## src/rtl/alu_sequencer.sv

```systemverilog
// Command scheduler: queues decoded commands, issues them to the ALU one at a
// time and streams each 32-bit result to the UART as a 7-byte framed response.
module alu_sequencer #(
  parameter int         FIFO_DEPTH = 4,
  parameter int         TIMEOUT    = 255,
  parameter logic [7:0] HDR_BYTE   = 8'hA5,
  parameter logic [7:0] TAIL_BYTE  = 8'hBD
) (
  input  logic        clk,
  input  logic        n_rst,
  input  logic        parser_done,
  input  logic [3:0]  data_type,
  input  logic [4:0]  operator,
  input  logic [15:0] src1,
  input  logic [15:0] src2,
  output logic        alu_start,
  output logic [3:0]  alu_data_type,
  output logic [4:0]  alu_operator,
  output logic [15:0] alu_src1,
  output logic [15:0] alu_src2,
  input  logic        alu_done,
  input  logic [31:0] alu_result,
  input  logic        alu_error,
  output logic [7:0]  tx_data,
  output logic        tx_valid,
  input  logic        tx_ready,
  output logic        busy,
  output logic        overflow
);
  localparam int          AW         = $clog2(FIFO_DEPTH);
  localparam int          CMD_W      = 41;
  localparam logic [AW:0] FULL_COUNT = (AW+1)'(FIFO_DEPTH);
  localparam logic [15:0] WAIT_LAST  = 16'(TIMEOUT - 1);
  localparam logic [2:0]  LAST_IDX   = 3'd6;

  typedef enum logic [1:0] {IDLE, ISSUE, WAIT, SEND} state_t;
  state_t state_reg, state_next;

  logic [CMD_W-1:0] fifo_mem [FIFO_DEPTH];
  logic [AW-1:0]    rd_ptr_reg, wr_ptr_reg;
  logic [AW:0]      count_reg;
  logic [CMD_W-1:0] cmd_reg;
  logic [15:0]      wait_cnt_reg;
  logic [31:0]      result_reg;
  logic [7:0]       status_reg;
  logic [2:0]       byte_idx_reg;
  logic             overflow_reg;
  logic [7:0]       frame [8];
  logic             pop, push, timed_out;

  // A full queue still accepts a push when the head leaves in the same cycle.
  assign pop       = (state_reg == IDLE) && (count_reg != '0);
  assign push      = parser_done && ((count_reg != FULL_COUNT) || pop);
  assign timed_out = (wait_cnt_reg == WAIT_LAST);

  always_ff @(posedge clk) begin
    if (push) fifo_mem[wr_ptr_reg] <= {data_type, operator, src1, src2};
  end

  assign frame[0] = HDR_BYTE;
  assign frame[1] = status_reg;
  generate
    for (genvar gi = 0; gi < 4; gi++) begin : g_res_bytes
      assign frame[gi+2] = result_reg[31-8*gi -: 8];
    end
  endgenerate
  assign frame[6] = TAIL_BYTE;
  assign frame[7] = 8'h00;

  always_comb begin
    state_next = state_reg;
    alu_start  = 1'b0;
    tx_valid   = 1'b0;
    case (state_reg)
      IDLE:  if (count_reg != '0) state_next = ISSUE;
      ISSUE: begin
        alu_start  = 1'b1;
        state_next = WAIT;
      end
      WAIT:  if (alu_done || timed_out) state_next = SEND;
      SEND: begin
        tx_valid = 1'b1;
        if (tx_ready && (byte_idx_reg == LAST_IDX)) state_next = IDLE;
      end
      default: state_next = IDLE;
    endcase
  end

  always_ff @(posedge clk) begin
    if (!n_rst) begin
      state_reg    <= IDLE;
      rd_ptr_reg   <= '0;
      wr_ptr_reg   <= '0;
      count_reg    <= '0;
      cmd_reg      <= '0;
      wait_cnt_reg <= '0;
      result_reg   <= '0;
      status_reg   <= '0;
      byte_idx_reg <= '0;
      overflow_reg <= 1'b0;
    end else begin
      state_reg    <= state_next;
      overflow_reg <= parser_done && !push;
      count_reg    <= count_reg + (AW+1)'(push) - (AW+1)'(pop);
      if (push) wr_ptr_reg <= wr_ptr_reg + 1'b1;
      if (pop) begin
        rd_ptr_reg <= rd_ptr_reg + 1'b1;
        cmd_reg    <= fifo_mem[rd_ptr_reg];
      end
      case (state_reg)
        ISSUE: wait_cnt_reg <= '0;
        WAIT: begin
          // A completion arriving on the timeout cycle still counts as normal.
          if (alu_done) begin
            result_reg   <= alu_result;
            status_reg   <= alu_error ? 8'h01 : 8'h00;
            byte_idx_reg <= '0;
          end else if (timed_out) begin
            result_reg   <= '0;
            status_reg   <= 8'h02;
            byte_idx_reg <= '0;
          end else begin
            wait_cnt_reg <= wait_cnt_reg + 16'd1;
          end
        end
        SEND: if (tx_ready) byte_idx_reg <= byte_idx_reg + 3'd1;
        default: ;
      endcase
    end
  end

  assign alu_data_type = cmd_reg[40:37];
  assign alu_operator  = cmd_reg[36:32];
  assign alu_src1      = cmd_reg[31:16];
  assign alu_src2      = cmd_reg[15:0];
  assign tx_data       = tx_valid ? frame[byte_idx_reg] : 8'h00;
  assign busy          = (state_reg != IDLE) || (count_reg != '0);
  assign overflow      = overflow_reg;
endmodule

```

## config.mk

```make
export PLATFORM = sky130hd
export DESIGN_NAME = alu_sequencer
export DESIGN_NICKNAME = d
export VERILOG_FILES = /design/src/rtl/alu_sequencer.sv
export SDC_FILE = /design/constraint.sdc
export NUM_CORES = 1
export LEC_CHECK = 0
export ABC_CLOCK_PERIOD_IN_PS = 3480
export CORE_UTILIZATION = 25
export CTS_CLUSTER_SIZE = 25
export DETAILED_ROUTE_END_ITERATION = 8
export GPL_TIMING_DRIVEN = 1
export SYNTH_ARGS = -nofsm -noshare
export SYNTH_HDL_FRONTEND = slang
export SYNTH_SLANG_ARGS = --single-unit
```

## constraint.sdc

```tcl
create_clock -name clk -period 3.48 [get_ports clk]
set_input_delay 1.044 -clock clk [delete_from_list [all_inputs] [get_ports clk]]
set_output_delay 1.044 -clock clk [all_outputs]
set_load 0.01 [all_outputs]
```

After elaboration in Yosys (flattened, before gate mapping)
Memory sizes are Yosys's and may differ from the RTL's. A register that Yosys moved wholly into a read port is not among the register bits.
Index checks and enable logic that the tools add are counted.
{"block": "word_totals", "rom_bits": 0, "ram_bits": 164, "mem_count": 1, "ff_bits": 69, "word_cells": 74, "latch_bits": 0, "out_inout_bits": 53}
{"block": "op_classes", "mul": 0, "bitwise_logic": 1, "n_lt_le_gt_ge": 1, "addsub": 6, "mux": 24, "n_reduce_logical": 19, "div": 0, "shift": 0, "n_eq_ne": 13}
{"name": "fifo_mem", "words": 4, "width": 41, "rd": 1, "rd_ports_with_merged_regs": 1, "write_ports": 1, "line": "39", "source": "logic [CMD_W-1:0] fifo_mem [FIFO_DEPTH];"}
{"operator": "$mux 32", "count": 2}
{"operator": "$mux 8", "count": 5}
{"operator": "$mux 16", "count": 2}
{"operator": "$pmux 16 s2", "count": 1}
{"operator": "$bmux 8 s3", "count": 1}
{"operator": "$add 16x1->16 const B", "count": 1}
{"operator": "$eq 16x8->1 const B", "count": 1}
{"operator": "$ne 2x2->1 const B", "count": 5}
{"operator": "$mux 3", "count": 3}
{"operator": "$reduce_and 3->1", "count": 3}
{"operator": "$pmux 2 s4", "count": 1}
{"operator": "$reduce_bool 2->1", "count": 4}
{"operator": "$mux 2", "count": 3}
{"operator": "$ne 3x3->1 const B", "count": 2}
{"operator": "$pmux 3 s2", "count": 1}
{"operator": "$mux 1", "count": 5}
{"operator": "$add 2x1->2 const B", "count": 2}
{"operator": "$eq 2x2->1 const B", "count": 2}
{"operator": "$ge 4x4->1 const B", "count": 1}
{"operator": "$logic_and 1x1->1", "count": 4}
{"operator": "$not 3->4", "count": 1}
{"operator": "$add 3x1->3", "count": 1}
{"operator": "$add 3x1->3 const B", "count": 1}
{"operator": "$eq 3x3->1 const B", "count": 1}
{"operator": "other kinds (8)", "count": 11}

Depth between registers and ports, before layout
{"block": "depth", "ltp_word": 6, "mapped_depth": 14, "ltp_nobuf": 13}

Worst setup path after synthesis
Ideal clock, no wire load.
{"block": "synth_timing", "kind": "input to register", "from": "input parser_done", "to": "memory fifo_mem[0][0], enable pin", "t_arrival_ps": 2410, "n_path_buf": 1, "stages": 3, "t_required_ps": 3078, "setup_slack_ps": 668, "path_cell_list": "nor2b_1 > clkbuf_1 > and2_1"}
{"block": "synth_via", "elab_chain_len": 3}
{"item": "start: declaration", "line": "11", "source": "input logic parser_done,"}
{"item": "$logic_and 1x1->1", "line": "53", "source": "assign push = parser_done && ((count_reg != FULL_COUNT) || pop);"}
{"item": "$mux 1", "line": "57", "source": "if (push) fifo_mem[wr_ptr_reg] <= {data_type, operator, src1, src2};"}
{"item": "$mux 1 (not written as such)", "line": "57"}
{"item": "end: declaration", "line": "39"}
No other way between the ends.

Worst setup path after layout
{"block": "layout_timing", "from": "register state_reg[0]", "to": "output tx_data[2]"}
{"block": "layout_via", "elab_chain_len": 3}
{"item": "start: declaration", "line": "37", "source": "state_t state_reg, state_next;"}
{"item": "start signal: assignment", "line": "102", "source": "state_reg <= state_next;"}
{"item": "$eq 2x2->1", "line": "74", "source": "case (state_reg)"}
{"item": "$mux 1", "line": "74"}
{"item": "$mux 8", "line": "136", "source": "assign tx_data = tx_valid ? frame[byte_idx_reg] : 8'h00;"}
{"item": "end: declaration", "line": "24", "source": "output logic [7:0] tx_data,"}
No other way between the ends.

==> qor.txt <==
status - complete, no violations
via/cell ratio - 4.50
Syn Nets - 833
Max Slew Vio Count - 0
DIE AREA - 42,400 um2
Layout Area Growth over Synthesis - 30.3%
largest net degree at the start of global routing - 53
Setup violations, final - 0
Total GRT Usage - 11.7%
Root Buffer - clkbuf_16
Remaining Overflow, GRT - 0
CTS tree - built
Crit path largest cell delay - 0.54 ns
max_cap viols - 0
post-CTS setup buffers - 0
Rows - 74
syn_area_per_cell - 14.1 um2
worst reg2reg setup slack - 0.88 ns
Placer Congestion - 0.818
power per cell area - 729 nW/um2
Die Span Y - 206 um
Yosys top cell area share - 47.4%
commonest non-fill, non-tap cell in the layout - edfxtp_1
Max rail drop VDD - 406 uV
FF+latch count, synth - 268
CTS Buf Count - 30
DP HPWL - 15.4 mm
Layout Skew - 0.0183 ns
clock group share of total power - 36.1%
Buf/Inv on CP - 1
Max Root-Sink Buffers - 3
vias in the first global route - 6,686
fill cell count - 4,063
number of nets with antenna violations after routing - 0
Crit. End Element - output port
RSZ-0062 raised after global routing - no
Clock Sinks - 268
WL final - 24.7 mm
Pint - 7050 uW
sequential fraction of design power - 42.0%
Switching Power - 2820 uW
worst rel slew slack - 38.7%
worst hold slack - 0.455 ns
CORE AREA - 40,900 um2
CTS clk-pin slew, worst paths - 0.06 ns
synthesized area - 10,400 um2
DR WL/cell - 17.2 um
max reg flops - 164
share of post-route cells with drive strength above 1 - 15.1%
Iteration-0 DRC Markers - 479
leakage power - 0.00447 uW
initial antenna violation count - 1
Max Freq - 0.300 GHz
Initial Utilization - 25.4%
WS Path Type - reg -> out
Setup crit start kind - flop
cell taking the most area after synthesis - edfxtp_1
CP Max Fanout - 14
Synth cell types - 56
sequential share of the synthesized area - 67.5%
Crit path arrival time - 2.29 ns
yosys warns - 0
Switching Fraction - 28.5%
Slew @ Worst Pin - 0.920 ns
Post-synth EDFFs - 164
register area - 7010 um2
cts hold-fix bufs - 0
Final period util - 95.8%
vias after detailed routing - 6,447
crit path cell chain - ha_1 > o211a_1 > clkdlybuf4s50_1
Cells after Synth - 738
commonest non-fill, non-tap cells in the layout - edfxtp_1 (164), clkdlybuf4s50_1 (131), nand2_1 (110)
CP max-delay cell - ha_1
Async S/R FF share, synth - 0%
post-layout min period - 3.33 ns
Worst path top cell family by delay - adder cells
IO Count - 132
Setup WS pre-CTS - 0.370 ns
cell count after placement - 1,375
Area contributors post-synth - edfxtp_1 (47%), dfxtp_1 (20%), mux4_2 (8.9%)
multi-input combinational cell area - 3150 um2
IO buf count - 131
Logic pwr share - 21.9%
Final Hold Vio Count - 0
Residual DRC - 0
Die W - 206 um
top_reg_cell synth - edfxtp_1
global-route wire length before repair - 38.3 mm
number of nets in the layout - 970
fin cells - 1,432
CTS resizes - 4
required time worst endpoint - 2.44 ns
Worst-Skew Late Latency - 0.58 ns
setup_tns - 0 ns
H-tree levels - 1
final setup margin - 0.147 ns
DR pass1 iterations - 4
Min-Delay Path Class - reg -> reg
-- through the flow --
step	area (um2)	util, %	power, uW
2_1_floorplan	10400	-	5380
3_3_place_gp	12400	30.2	6400
3_5_place_dp	12400	30.2	6440
4_1_cts	13500	33.0	10000
5_1_grt	13500	33.1	10400
6_report	13500	33.1	9870
-- tightest hold or removal path, cell delays in order, from the launching register on --
cell     delay, ns
dfxtp_1       0.31
nand2_1       0.05
a21oi_1       0.05
-- cell usage after synthesis (2+ instances only) --
cell and instances:
a211oi_1 3, a21o_1 3, a21oi_1 57, a22o_1 33, a311oi_1 2, a31oi_1 3
a41oi_1 2, and2_1 8, and3_1 4, buf_1 4, buf_2 9, buf_4 5
clkbuf_1 26, dfxtp_1 104, edfxtp_1 164, ha_1 15, inv_1 12, mux2_2 4
mux2i_1 8, mux4_2 41, nand2_1 110, nand2b_1 8, nand3_1 10, nand4_1 5
nand4b_1 2, nor2_1 29, nor2b_1 8, nor3_1 5, nor4b_1 2, o211a_1 3
o211ai_1 5, o21ai_0 9, o22ai_1 5, o31ai_1 3, xnor2_1 4, xor2_1 3
-- layer usage --
metal / GRT usage (%) / vias to the layer above / routed length [um]
li1: - / 3045 / -
met5: 0 / - / 0
met2: 19.9 / 129 / 12000
met1: 15.0 / 3234 / 10900
met4: 3.41 / 0 / 530
met3: 2.42 / 39 / 1270
-- cell families (layout without fill, tap and decap cells) --
family                     Yosys count  in the layout  synth area share [%]
and+or+nand+nor                    201            201                  8.84
adders and majority gates           16             16                  2.00
buffers and inverters               58            219                  2.39
DFF                                268            268                  67.5
other                                0              1                     0
xor gates and xnor gates             7              7                 0.590
AOI/OAI and AO/OA                  135            135                  8.63
muxes                               53             53                  10.1
-- power by group through the flow --
stage | Sequential, uW | Clock (uW) | Combinational (uW)
global route | 4210 | 3780 | 2380
global placement | 4210 | 0 | 2190
detailed placement | 4230 | 0 | 2220
finish | 4150 | 3560 | 2160
floorplan | 4140 | 0 | 1240
CTS | 4160 | 3660 | 2230
-- cell type report --
class / instances / area share, %
Antenna cell: 1 / 0.0185
Clock buffer: 31 / 5.65
Multi-Input combinational cell: 412 / 23.3
Inverter: 14 / 0.388
Clock inverter: 25 / 2.75
Timing Repair Buffer: 149 / 11.2
Tap cell: 532 / 4.92
Sequential cell: 268 / 51.8
-- final timing paths --
kind / startpoint / end / depth (start not counted)
hold reg to reg: cmd_reg[35] / cmd_reg[35] / 2
setup / recovery: state_reg[0] / tx_data[2] / 3
hold / removal: cmd_reg[35] / cmd_reg[35] / 2
setup reg to reg: state_reg[0] / count_reg[2] / 13
No activity file was read; power rests on OpenSTA's default activity.
